===== src/rtl/acc_regfile_if.sv =====
// Bus between the sequencer/ALU side and the accumulator register file.
// The master drives the write-back controls; the slave returns architectural state.
interface acc_regfile_if;
    logic [4:0] result;
    logic [2:0] wb_op;
    logic       hold;
    logic [3:0] reg_sel;
    logic [2:0] pair_sel;
    logic [7:0] pair_data;
    logic [3:0] acc;
    logic       carry;
    logic [3:0] regval;
    logic [7:0] pair_val;
    logic       acc_zero;

    modport master (
        output result, wb_op, hold, reg_sel, pair_sel, pair_data,
        input  acc, carry, regval, pair_val, acc_zero
    );

    modport slave (
        input  result, wb_op, hold, reg_sel, pair_sel, pair_data,
        output acc, carry, regval, pair_val, acc_zero
    );
endinterface


===== src/rtl/acc_regfile.sv =====
// Accumulator, carry flag and sixteen 4-bit index registers for the 4-bit core.
// All reads come straight from the flops, so result never reaches an output combinationally.
module acc_regfile (
    input  logic          clock,
    input  logic          reset,
    acc_regfile_if.slave  bus
);
    typedef enum logic [2:0] {
        WB_NONE  = 3'd0,
        WB_ACC   = 3'd1,
        WB_ACC_C = 3'd2,
        WB_REG   = 3'd3,
        WB_XCH   = 3'd4,
        WB_CARRY = 3'd5,
        WB_PAIR  = 3'd6,
        WB_CLB   = 3'd7
    } wb_op_e;

    logic [3:0] acc_q;
    logic       carry_q;
    logic [3:0] regs_q [16];

    logic [3:0] pair_hi_idx;
    logic [3:0] pair_lo_idx;

    assign pair_hi_idx = {bus.pair_sel, 1'b0};
    assign pair_lo_idx = {bus.pair_sel, 1'b1};

    always_ff @(posedge clock) begin
        if (reset) begin
            acc_q   <= 4'h0;
            carry_q <= 1'b0;
            for (int i = 0; i < 16; i++) begin
                regs_q[i] <= 4'h0;
            end
        end else if (!bus.hold) begin
            unique case (wb_op_e'(bus.wb_op))
                WB_NONE: ;
                WB_ACC: acc_q <= bus.result[3:0];
                WB_ACC_C: begin
                    acc_q   <= bus.result[3:0];
                    carry_q <= bus.result[4];
                end
                WB_REG: regs_q[bus.reg_sel] <= bus.result[3:0];
                // Both sides use pre-edge values, so the swap needs no temporary.
                WB_XCH: begin
                    acc_q               <= regs_q[bus.reg_sel];
                    regs_q[bus.reg_sel] <= acc_q;
                end
                WB_CARRY: carry_q <= bus.result[4];
                WB_PAIR: begin
                    regs_q[pair_hi_idx] <= bus.pair_data[7:4];
                    regs_q[pair_lo_idx] <= bus.pair_data[3:0];
                end
                WB_CLB: begin
                    acc_q   <= 4'h0;
                    carry_q <= 1'b0;
                end
                default: ;
            endcase
        end
    end

    assign bus.acc      = acc_q;
    assign bus.carry    = carry_q;
    assign bus.acc_zero = (acc_q == 4'h0);
    assign bus.regval   = regs_q[bus.reg_sel];
    assign bus.pair_val = {regs_q[pair_hi_idx], regs_q[pair_lo_idx]};
endmodule


===== src/flat_wrapper.sv =====
// flat-port wrapper written by rule: the top's interface ports become plain ports
module acc_regfile_flat 
  (clock, reset, bus_result, bus_wb_op, bus_hold, bus_reg_sel, bus_pair_sel, bus_pair_data, bus_acc, bus_carry, bus_regval, bus_pair_val, bus_acc_zero);
  acc_regfile_if bus_i ();
  input  logic clock;
  input  logic reset;
  input wire logic [$bits(bus_i.result)-1:0] bus_result;
  input wire logic [$bits(bus_i.wb_op)-1:0] bus_wb_op;
  input wire logic [$bits(bus_i.hold)-1:0] bus_hold;
  input wire logic [$bits(bus_i.reg_sel)-1:0] bus_reg_sel;
  input wire logic [$bits(bus_i.pair_sel)-1:0] bus_pair_sel;
  input wire logic [$bits(bus_i.pair_data)-1:0] bus_pair_data;
  output wire logic [$bits(bus_i.acc)-1:0] bus_acc;
  output wire logic [$bits(bus_i.carry)-1:0] bus_carry;
  output wire logic [$bits(bus_i.regval)-1:0] bus_regval;
  output wire logic [$bits(bus_i.pair_val)-1:0] bus_pair_val;
  output wire logic [$bits(bus_i.acc_zero)-1:0] bus_acc_zero;
  assign bus_i.result = bus_result;
  assign bus_i.wb_op = bus_wb_op;
  assign bus_i.hold = bus_hold;
  assign bus_i.reg_sel = bus_reg_sel;
  assign bus_i.pair_sel = bus_pair_sel;
  assign bus_i.pair_data = bus_pair_data;
  assign bus_acc = bus_i.acc;
  assign bus_carry = bus_i.carry;
  assign bus_regval = bus_i.regval;
  assign bus_pair_val = bus_i.pair_val;
  assign bus_acc_zero = bus_i.acc_zero;
  acc_regfile u_core (.clock(clock), .reset(reset), .bus(bus_i));
endmodule

===== config.mk =====
export PLATFORM = sky130hd
export DESIGN_NAME = acc_regfile_flat
export DESIGN_NICKNAME = d
export VERILOG_FILES = /design/src/rtl/acc_regfile_if.sv /design/src/rtl/acc_regfile.sv /design/src/flat_wrapper.sv
export SDC_FILE = /design/constraint.sdc
export NUM_CORES = 1
export LEC_CHECK = 0
export CAP_MARGIN = 20
export CORE_AREA = 4 4 124 78
export CTS_CLUSTER_DIAMETER = 120
export CTS_CLUSTER_SIZE = 24
export DETAILED_ROUTE_END_ITERATION = 8
export DIE_AREA = 0 0 128 82
export GPL_ROUTABILITY_DRIVEN = 0
export PLACE_DENSITY = 0.72
export SETUP_SLACK_MARGIN = 0.1
export SLEW_MARGIN = 15
export SYNTH_ARGS = -nofsm -noshare
export SYNTH_HDL_FRONTEND = slang
export SYNTH_SLANG_ARGS = --single-unit

===== constraint.sdc =====
create_clock -name clock -period 3.08 [get_ports clock]
set_clock_uncertainty 0.05 [all_clocks]
set_input_delay 0.77 -clock clock [delete_from_list [all_inputs] [get_ports clock]]
set_output_delay 0.77 -clock clock [all_outputs]
set_load 0.01 [all_outputs]

-- After elaboration in Yosys (flattened, before gate mapping)
Memory sizes are Yosys's and may differ from the RTL's.
Cells that the tools add are included.
- memories: 1
- flip-flop bits (word level): 5
- input port bits: 26
- word-level logic and storage cells: 48
- output and inout bits: 18
- bits in writable memories: 64
- memories (memory ; words ; width ; read ports ; clocked after memory_dff ; write ports ; line ; text):
    u_core.regs_q ; 16 ; 4 ; 3 ; 0 ; 16 ; acc_regfile.sv:21 ; logic [3:0] regs_q [16];
- reductions and logical operators: 10
- bitwise logic cells: 2
- multiplexer cells: 26
- equality and inequality tests: 7
- operator list (operator ; count):
    $mux 4 ; 7
    $mux 1 ; 17
    $eq 3x3->1 const B ; 4
    $pmux 4 s3 ; 1
    $reduce_or 4->1 ; 3
    $eq 3x2->1 const B ; 2
    $logic_not 4->1 ; 1
    $reduce_and 2->1 ; 2
    $reduce_or 2->1 ; 2
    $eq 3x1->1 const B ; 1
    $reduce_bool 3->1 ; 1
    $pmux 1 s2 ; 1
    $reduce_bool 2->1 ; 1
    $not 1->1 ; 1
    $or 1x1->1 ; 1

-- Logic depth before layout (Yosys ltp)
Gate-level depths: netlist of run 1.
- depth in word-level cells: 9
- depth in mapped cells: 7
- gate-level depth less buffers: 4

-- Worst setup path before layout of run 1
No wires, ideal clock.
- path type: in2out
- start point: input port bus_pair_sel[0]
- end point: output port bus_pair_val[0]
- buffers on the path: 2
- stages on the path: 6
- slack: 0.329 ns
- arrival time: 1.931 ns
- data required time: 2.260 ns
- cell sequence: buf_2 buf_2 mux2_2 a22o_1 nand2_1 o221ai_1
- longest elaborated chain between the ends: 1
- ends and longest elaborated chain (what ; line ; text):
    start: declaration ; flat_wrapper.sv:11 ; input wire logic [$bits(bus_i.pair_sel)-1:0] bus_pair_sel;
    $mem_v2 16x4 ; - ;
    end: declaration ; flat_wrapper.sv:16 ; output wire logic [$bits(bus_i.pair_val)-1:0] bus_pair_val;
No other way between the ends.

-- Worst setup path in the final report of run 1
- start point: input port bus_pair_sel[0]
- end point: output port bus_pair_val[1]
Same word-level chain as after synthesis.

==> impl_metrics.csv, run 1 <==
group,metric,value,unit
synth,syn_avg_cell_area,10.9,sq um
synth,ys_ff_latch,69,
synth,yosysUniqueCellTypes,45,
clock_network,cts_root_buf,"clkbuf_16",
power_and_ir_drop,power_leakage,2.18,nW
worst_setup_path,crit_required,2260,ps
clock_network,clock_sinks,69,
routing,drt-total-wl,15.5,mm
worst_setup_path,reg2regPathDepth,5,
run_status,status,"complete, no violations",
routing,drt_first_pass_iters,5,
synth,synth_edf_count,64,
timing,relSlewSlack,50.7,%
timing,setup_tns,0,ps
timing,layout_worst_path_cycle_share,96.2,%
layout,multi_input_area,2300,sq um
synth,syn_nets,434,
synth,yosys-top-cells-area,"edfxtp_1, mux4_2, nand2_1",
worst_setup_path,crit_end,"bus_pair_val[1]",
routing,drtIter0Drc,430,
synth,synth_top_area_share,43.2,%
routing,vias,4132,
routing,drc_errors,0,
placed_design,io_buffer_count,43,
global_routing,grt_start_max_net_pins,24,
timing,hold_viol,0,
die,io_pins,44,
die,initial_core_util,52.6,%
worst_setup_path,worstReg2RegStart,"u_core.regs_q[2][0]",
clock_network,clock_path_buffers,2,
timing,min_period,2960,ps
synth,synth_ff_type,"edfxtp_1",
die,die_w,128,um
run,cap_viol_max_count,0,
die,coreArea,8460,sq um
die,rows,26,
routing,drtAntennaViolNets,0,
synth,ys_async_sr_fraction,0,%
worst_setup_path,crit_path_start,"bus_pair_sel[0]",
power_and_ir_drop,p_per_area,456,nW/um^2
power_and_ir_drop,fin_total_pwr,2.64,mW
layout,drive_above_1_share,28.2,%
global_routing,grt_pass1_vias,4009,
global_routing,antenna_found_initial,0,
routing,wl_met1,5.91,mm
global_routing,grt_pass1_wl,23.1,mm
synth,synth_seq_area_share,45.5,%
worst_setup_path,rr_endpoint,"u_core.bus.acc[0]",
synth,synthCells,408,
global_routing,gr-usage-all-layers,30.5,%
routing,vias_per_cell,6.72,
layout,fin_nets,524,
routing,wl_per_cell,25.3,um
worst_hold_path,min_path_type,"reg -> reg",
routing,dr_wl_met2,6.50,mm
worst_setup_path,reg2reg_slack,1110,ps
timing,maxSlewViolCount,0,
worst_setup_path,end_kind,"primary output",
routing,route.met3.wl,2.57,mm
global_routing,overflow,0,
die,dieArea,10500,sq um
worst_setup_path,cp_max_fo,6,
clock_network,h-tree-depth,3,
layout,syn_to_final_growth,30.6,%
clock_network,clkTransAtPathRegs,60,ps
die,die_h,82,um
synth,yosysTopAreaCell,"edfxtp_1",
clock_network,clk_latency,340,ps
timing,rsz0062_at_grt,"no",
layout,antenna_cells,0,
clock_network,cts_tree,"yes",
synth,yosysWarnings,0,
timing,max_freq,337,MHz
layout,seqCellArea,2020,sq um
worst_setup_path,worstSetupPathType,"in -> out",
worst_setup_path,cp-start-kind,"primary input",
clock_network,cts_made_buffers,9,
placed_design,hpwlAfterDp,11.2,mm
timing,setup_viol,0,
routing,highest_layer,"met4",
timing,worst_pin_slew,733,ps
layout,fillCellCount,649,
synth,syn-cell-area,4450,sq um
worst_setup_path,arrival,2140,ps
power_and_ir_drop,ir_drop,0.000312,V
==> cells by family after synthesis <==
| group | synth area share (%) |
|---|---|
| AND/OR/NAND/NOR | 18.2 |
| AO/OA/AOI/OAI | 15.9 |
| flip-flops | 45.5 |
| multiplexers | 16.0 |
| buffers and inverters | 3.88 |
| XOR/XNOR | 0.507 |
==> power breakdown <==
part | internal, mW | switching [mW] | leakage, nW
clock | 0.620 | 0.398 | 0.136
combinational | 0.239 | 0.254 | 1.39
sequential | 1.08 | 0.0540 | 0.650
==> routing by layer <==
| layer | vias to the layer above | global-route usage [%] |
|---|---|---|
| met2 | 353 | 45.3 |
| met5 | - | 0 |
| met3 | 63 | 13.6 |
| li1 | 1744 | - |
| met1 | 1972 | 40.7 |
| met4 | 0 | 8.90 |
==> cells in the mapped netlist (3+ instances only) <==
library cell	count
a21o_1	4
a21oi_1	4
a22o_1	19
a22oi_1	12
a311oi_1	4
buf_1	10
buf_2	9
clkbuf_1	9
dfxtp_1	5
edfxtp_1	64
inv_1	4
mux2_2	8
mux2i_1	15
mux4_2	21
nand2_1	84
nand2b_1	6
nand3_1	8
nor2_1	21
nor2b_1	6
nor3_1	3
nor4_4	6
o21ai_0	50
o221ai_1	3
or3_1	5
==> worst min-delay path by stage <==
stage               slack [ps]         startpoint           endpoint  depth (start not counted)
floorplan                  490   u_core.bus.carry   u_core.bus.carry                          2
global placement           460   u_core.bus.carry   u_core.bus.carry                          2
detailed placement         500   u_core.bus.carry   u_core.bus.carry                          2
CTS                        510  u_core.bus.acc[2]  u_core.bus.acc[2]                          2
global route               540   u_core.bus.carry   u_core.bus.carry                          2
finish                     510   u_core.bus.carry   u_core.bus.carry                          2
==> layout by cell type, fill, tap and decap left out, drive strengths merged, types with 5 or more instances in the layout <==
master	Yosys	layout
a22o	19	19
a22oi	12	12
buf	23	70
clkbuf	9	14
clkdlybuf4s50	0	24
dfxtp	5	5
dlygate4sd2	0	11
edfxtp	64	64
inv	5	5
mux2	8	8
mux2i	15	15
mux4	21	21
nand2	84	84
nand2b	6	6
nand3	8	8
nor2	21	21
nor2b	6	6
nor4	8	8
o21ai	51	51
or3	5	5
==> flip-flops by register name, summed over array words and instances (netlist names) <==
name and flops:
u_core.bus.carry 1, u_core.bus.acc 4, u_core.regs_q 64
==> layout make-up <==
type | count | share of cell area [%]
clock buffers | 9 | 3.88
flip-flops and latches | 69 | 34.8
multi-input cells | 302 | 39.6
clock inverters | 7 | 1.14
repair buffers | 111 | 17.8
well taps | 112 | 2.41
inverters | 5 | 0.323
==> per-stage QoR <==
step                area (sq um)  utilization (%)  worst slack, ps  cells  hold slack [ps]
floorplan                   4450                -              329    408              485
global placement            5340             63.1             -615    590              455
detailed placement          5340             63.1             -632    590              498
CTS                         5760             68.1             62.9    612              513
global route                5800             68.6              106    615              542
finish                      5800             68.6              117    615              510
==> critical path, cell delays in order <==
cell and delay [ps]:
buf_4 140, buf_12 140, mux4_2 520, mux2_2 280
dlygate4sd2_1 280
==> timing repair <==
| action | CTS | global route |
|---|---|---|
| pin swaps | 5 | 6 |
| gates resized for setup | 45 | 11 |
| hold buffers | 0 | 0 |
| setup buffers | 4 | 1 |
| setup endpoints to repair | 12 | 7 |
| gates cloned | 2 | 2 |
No activity file was read; power rests on OpenSTA's default activity.
==> run 2, diff against run 1 <==
--- a/config.mk
+++ b/config.mk
@@ -5,14 +5,13 @@
 export SDC_FILE = /design/constraint.sdc
 export NUM_CORES = 1
 export LEC_CHECK = 0
-export CAP_MARGIN = 20
 export CORE_AREA = 4 4 124 78
 export CTS_CLUSTER_DIAMETER = 120
 export CTS_CLUSTER_SIZE = 24
 export DETAILED_ROUTE_END_ITERATION = 8
 export DIE_AREA = 0 0 128 82
 export GPL_ROUTABILITY_DRIVEN = 0
-export PLACE_DENSITY = 0.72
+export PLACE_DENSITY_LB_ADDON = 0.3
 export SETUP_SLACK_MARGIN = 0.1
 export SLEW_MARGIN = 15
 export SYNTH_ARGS = -nofsm -noshare
==> run 2 against run 1 <==
Effect of this change: worst hold slack got worse by 35 ps; clock power about the same; core utilization decreased by 0.059 points; global-route usage rose by 0.091 points; die area unchanged; final cell count down 0.16%; clock-buffer cell count rose by 1; fmax is 1.1% lower; routed wire length fell by 0.75%; largest power group unchanged.
==> impl_metrics.csv, run 2 (synthesized netlist as in run 1, its figures left out) <==
group,metric,value,unit
die,io_pins,44,
worst_setup_path,slowest_stage,"mux4_2",
worst_setup_path,rr_endpoint,"u_core.bus.acc[2]",
run_status,status,"complete, no violations",
worst_setup_path,crit_required,2260,ps
layout,syn_to_final_growth,30.5,%
die,initial_core_util,52.6,%
timing,maxSlewViolCount,0,
routing,vias,4103,
routing,drtAntennaViolNets,0,
timing,relSlewSlack,43.3,%
timing,fin_ws,82.4,ps
worst_setup_path,worstSetupPathType,"in -> out",
clock_network,h-tree-depth,3,
routing,drt-total-wl,15.4,mm
power_and_ir_drop,power_leakage,2.18,nW
layout,multi_input_area,2300,sq um
routing,drt_first_pass_iters,6,
global_routing,grt_pass1_vias,3965,
run,cap_viol_max_count,0,
layout,seqCellArea,2020,sq um
clock_network,postCtsHoldBufs,0,
timing,worst_pin_slew,843,ps
worst_setup_path,worstReg2RegStart,"u_core.regs_q[2][2]",
global_routing,overflow,0,
worst_hold_path,min_path_type,"reg -> reg",
die,die_w,128,um
routing,drtIter0Drc,580,
timing,setup_viol,0,
routing,vias_per_cell,6.68,
worst_setup_path,cp-start-kind,"primary input",
placed_design,io_buffer_count,43,
clock_network,cts_tree,"yes",
die,coreArea,8460,sq um
global_routing,gr-usage-all-layers,30.6,%
clock_network,clk_latency,340,ps
power_and_ir_drop,p_per_area,454,nW/um^2
layout,final_cell_mix,"nand2_1, edfxtp_1, buf_4",
timing,hold_viol,0,
timing,max_freq,334,MHz
worst_setup_path,cp_max_fo,4,
worst_setup_path,reg2reg_slack,1080,ps
clock_network,cts_root_buf,"clkbuf_16",
worst_setup_path,crit_end,"bus_regval[3]",
timing,min_period,3000,ps
timing,rsz0062_at_grt,"yes",
routing,drc_errors,0,
layout,fin_area,5800,sq um
worst_setup_path,path_delay_family,"buffers and inverters",
clock_network,clock_path_buffers,2,
global_routing,antenna_found_initial,1,
timing,layout_worst_path_cycle_share,97.3,%
die,rows,26,
worst_setup_path,cpPeakStageDelay,500,ps
layout,utilization,68.6,%
clock_network,clkTransAtPathRegs,50,ps
routing,wl_per_cell,25.1,um
worst_setup_path,worstPathCellList,"buf_6, bufbuf_16, mux4_2, a22oi_2, nand2_1, clkdlybuf4s15_2",
global_routing,grt_start_max_net_pins,23,
layout,layout_commonest_cell,"nand2_1",
layout,stdcell_count,614,
layout,fillCellCount,657,
placed_design,dp.cells,590,
global_routing,grt_pass1_wl,23.0,mm
layout,regMostFlops,"u_core.regs_q",
die,dieArea,10500,sq um
layout,fin_nets,523,
die,die_h,82,um
placed_design,hpwlAfterDp,11.3,mm
placed_design,place_worst_setup_slack,-600,ps
worst_setup_path,crit_path_start,"bus_reg_sel[0]",
worst_setup_path,cp.depth,6,
worst_setup_path,reg2regPathDepth,6,
clock_network,clock_sinks,69,
timing,whs,475,ps
layout,drive_above_1_share,27.9,%
layout,antenna_cells,0,
worst_setup_path,end_kind,"primary output",
worst_setup_path,critPathBufInv,3,
layout,largest_reg_flops,64,
power_and_ir_drop,ir_drop,0.000251,V
placed_design,placed_area,5350,sq um
clock_network,cts_made_buffers,9,
worst_setup_path,arrival,2180,ps
==> run 2: report_power, final <==
group          leakage (nW)  internal [mW]  switching (mW)
Clock                 0.143          0.618           0.386
Combinational          1.39          0.243           0.251
Sequential            0.650           1.08          0.0545
==> run 2: worst min path at each step <==
stage                           from                to  slack [ps]  depth (start not counted)
global route        u_core.bus.carry  u_core.bus.carry         500                          2
detailed placement  u_core.bus.carry  u_core.bus.carry         480                          2
CTS                 u_core.bus.carry  u_core.bus.carry         490                          2
floorplan           u_core.bus.carry  u_core.bus.carry         490                          2
finish              u_core.bus.carry  u_core.bus.carry         480                          2
global placement    u_core.bus.carry  u_core.bus.carry         460                          2
==> run 2: area by class of cell <==
cell class,count,share of cell area (%)
multi-input combinational,302,39.7
tap,112,2.42
sequential,69,34.9
clock inverter,6,0.928
clock buffer,10,3.95
timing repair buffer,110,17.8
inverter,5,0.324
==> run 2: stage by stage <==
stage	power (mW)	TNS, ps
2_1_floorplan	1.37	0
3_3_place_gp	1.60	-5560
3_5_place_dp	1.61	-5540
4_1_cts	2.62	0
5_1_grt	2.70	0
6_report	2.63	0
==> run 2: what timing repair did <==
item / 4_1_cts / 5_1_grt
pin swaps: 6 / 5
buffers inserted: 6 / 0
gates cloned: 2 / 0
endpoints found under the setup margin: 12 / 4
resized for setup: 51 / 3
==> run 2: routing by layer <==
layer | up-vias | part of all wire [%] | global-route usage (%)
li1 | 1742 | - | -
met1 | 1978 | 40 | 39.2
met2 | 330 | 42 | 46.3
met3 | 51 | 16 | 13.4
met4 | 2 | 2.9 | 11.4
met5 | - | 0.052 | 0
==> run 2: worst min-delay path, cell delays in order (launching register included) <==
cell	delay (ps)
dfxtp_1	310
a21oi_1	110
a211oi_1	60
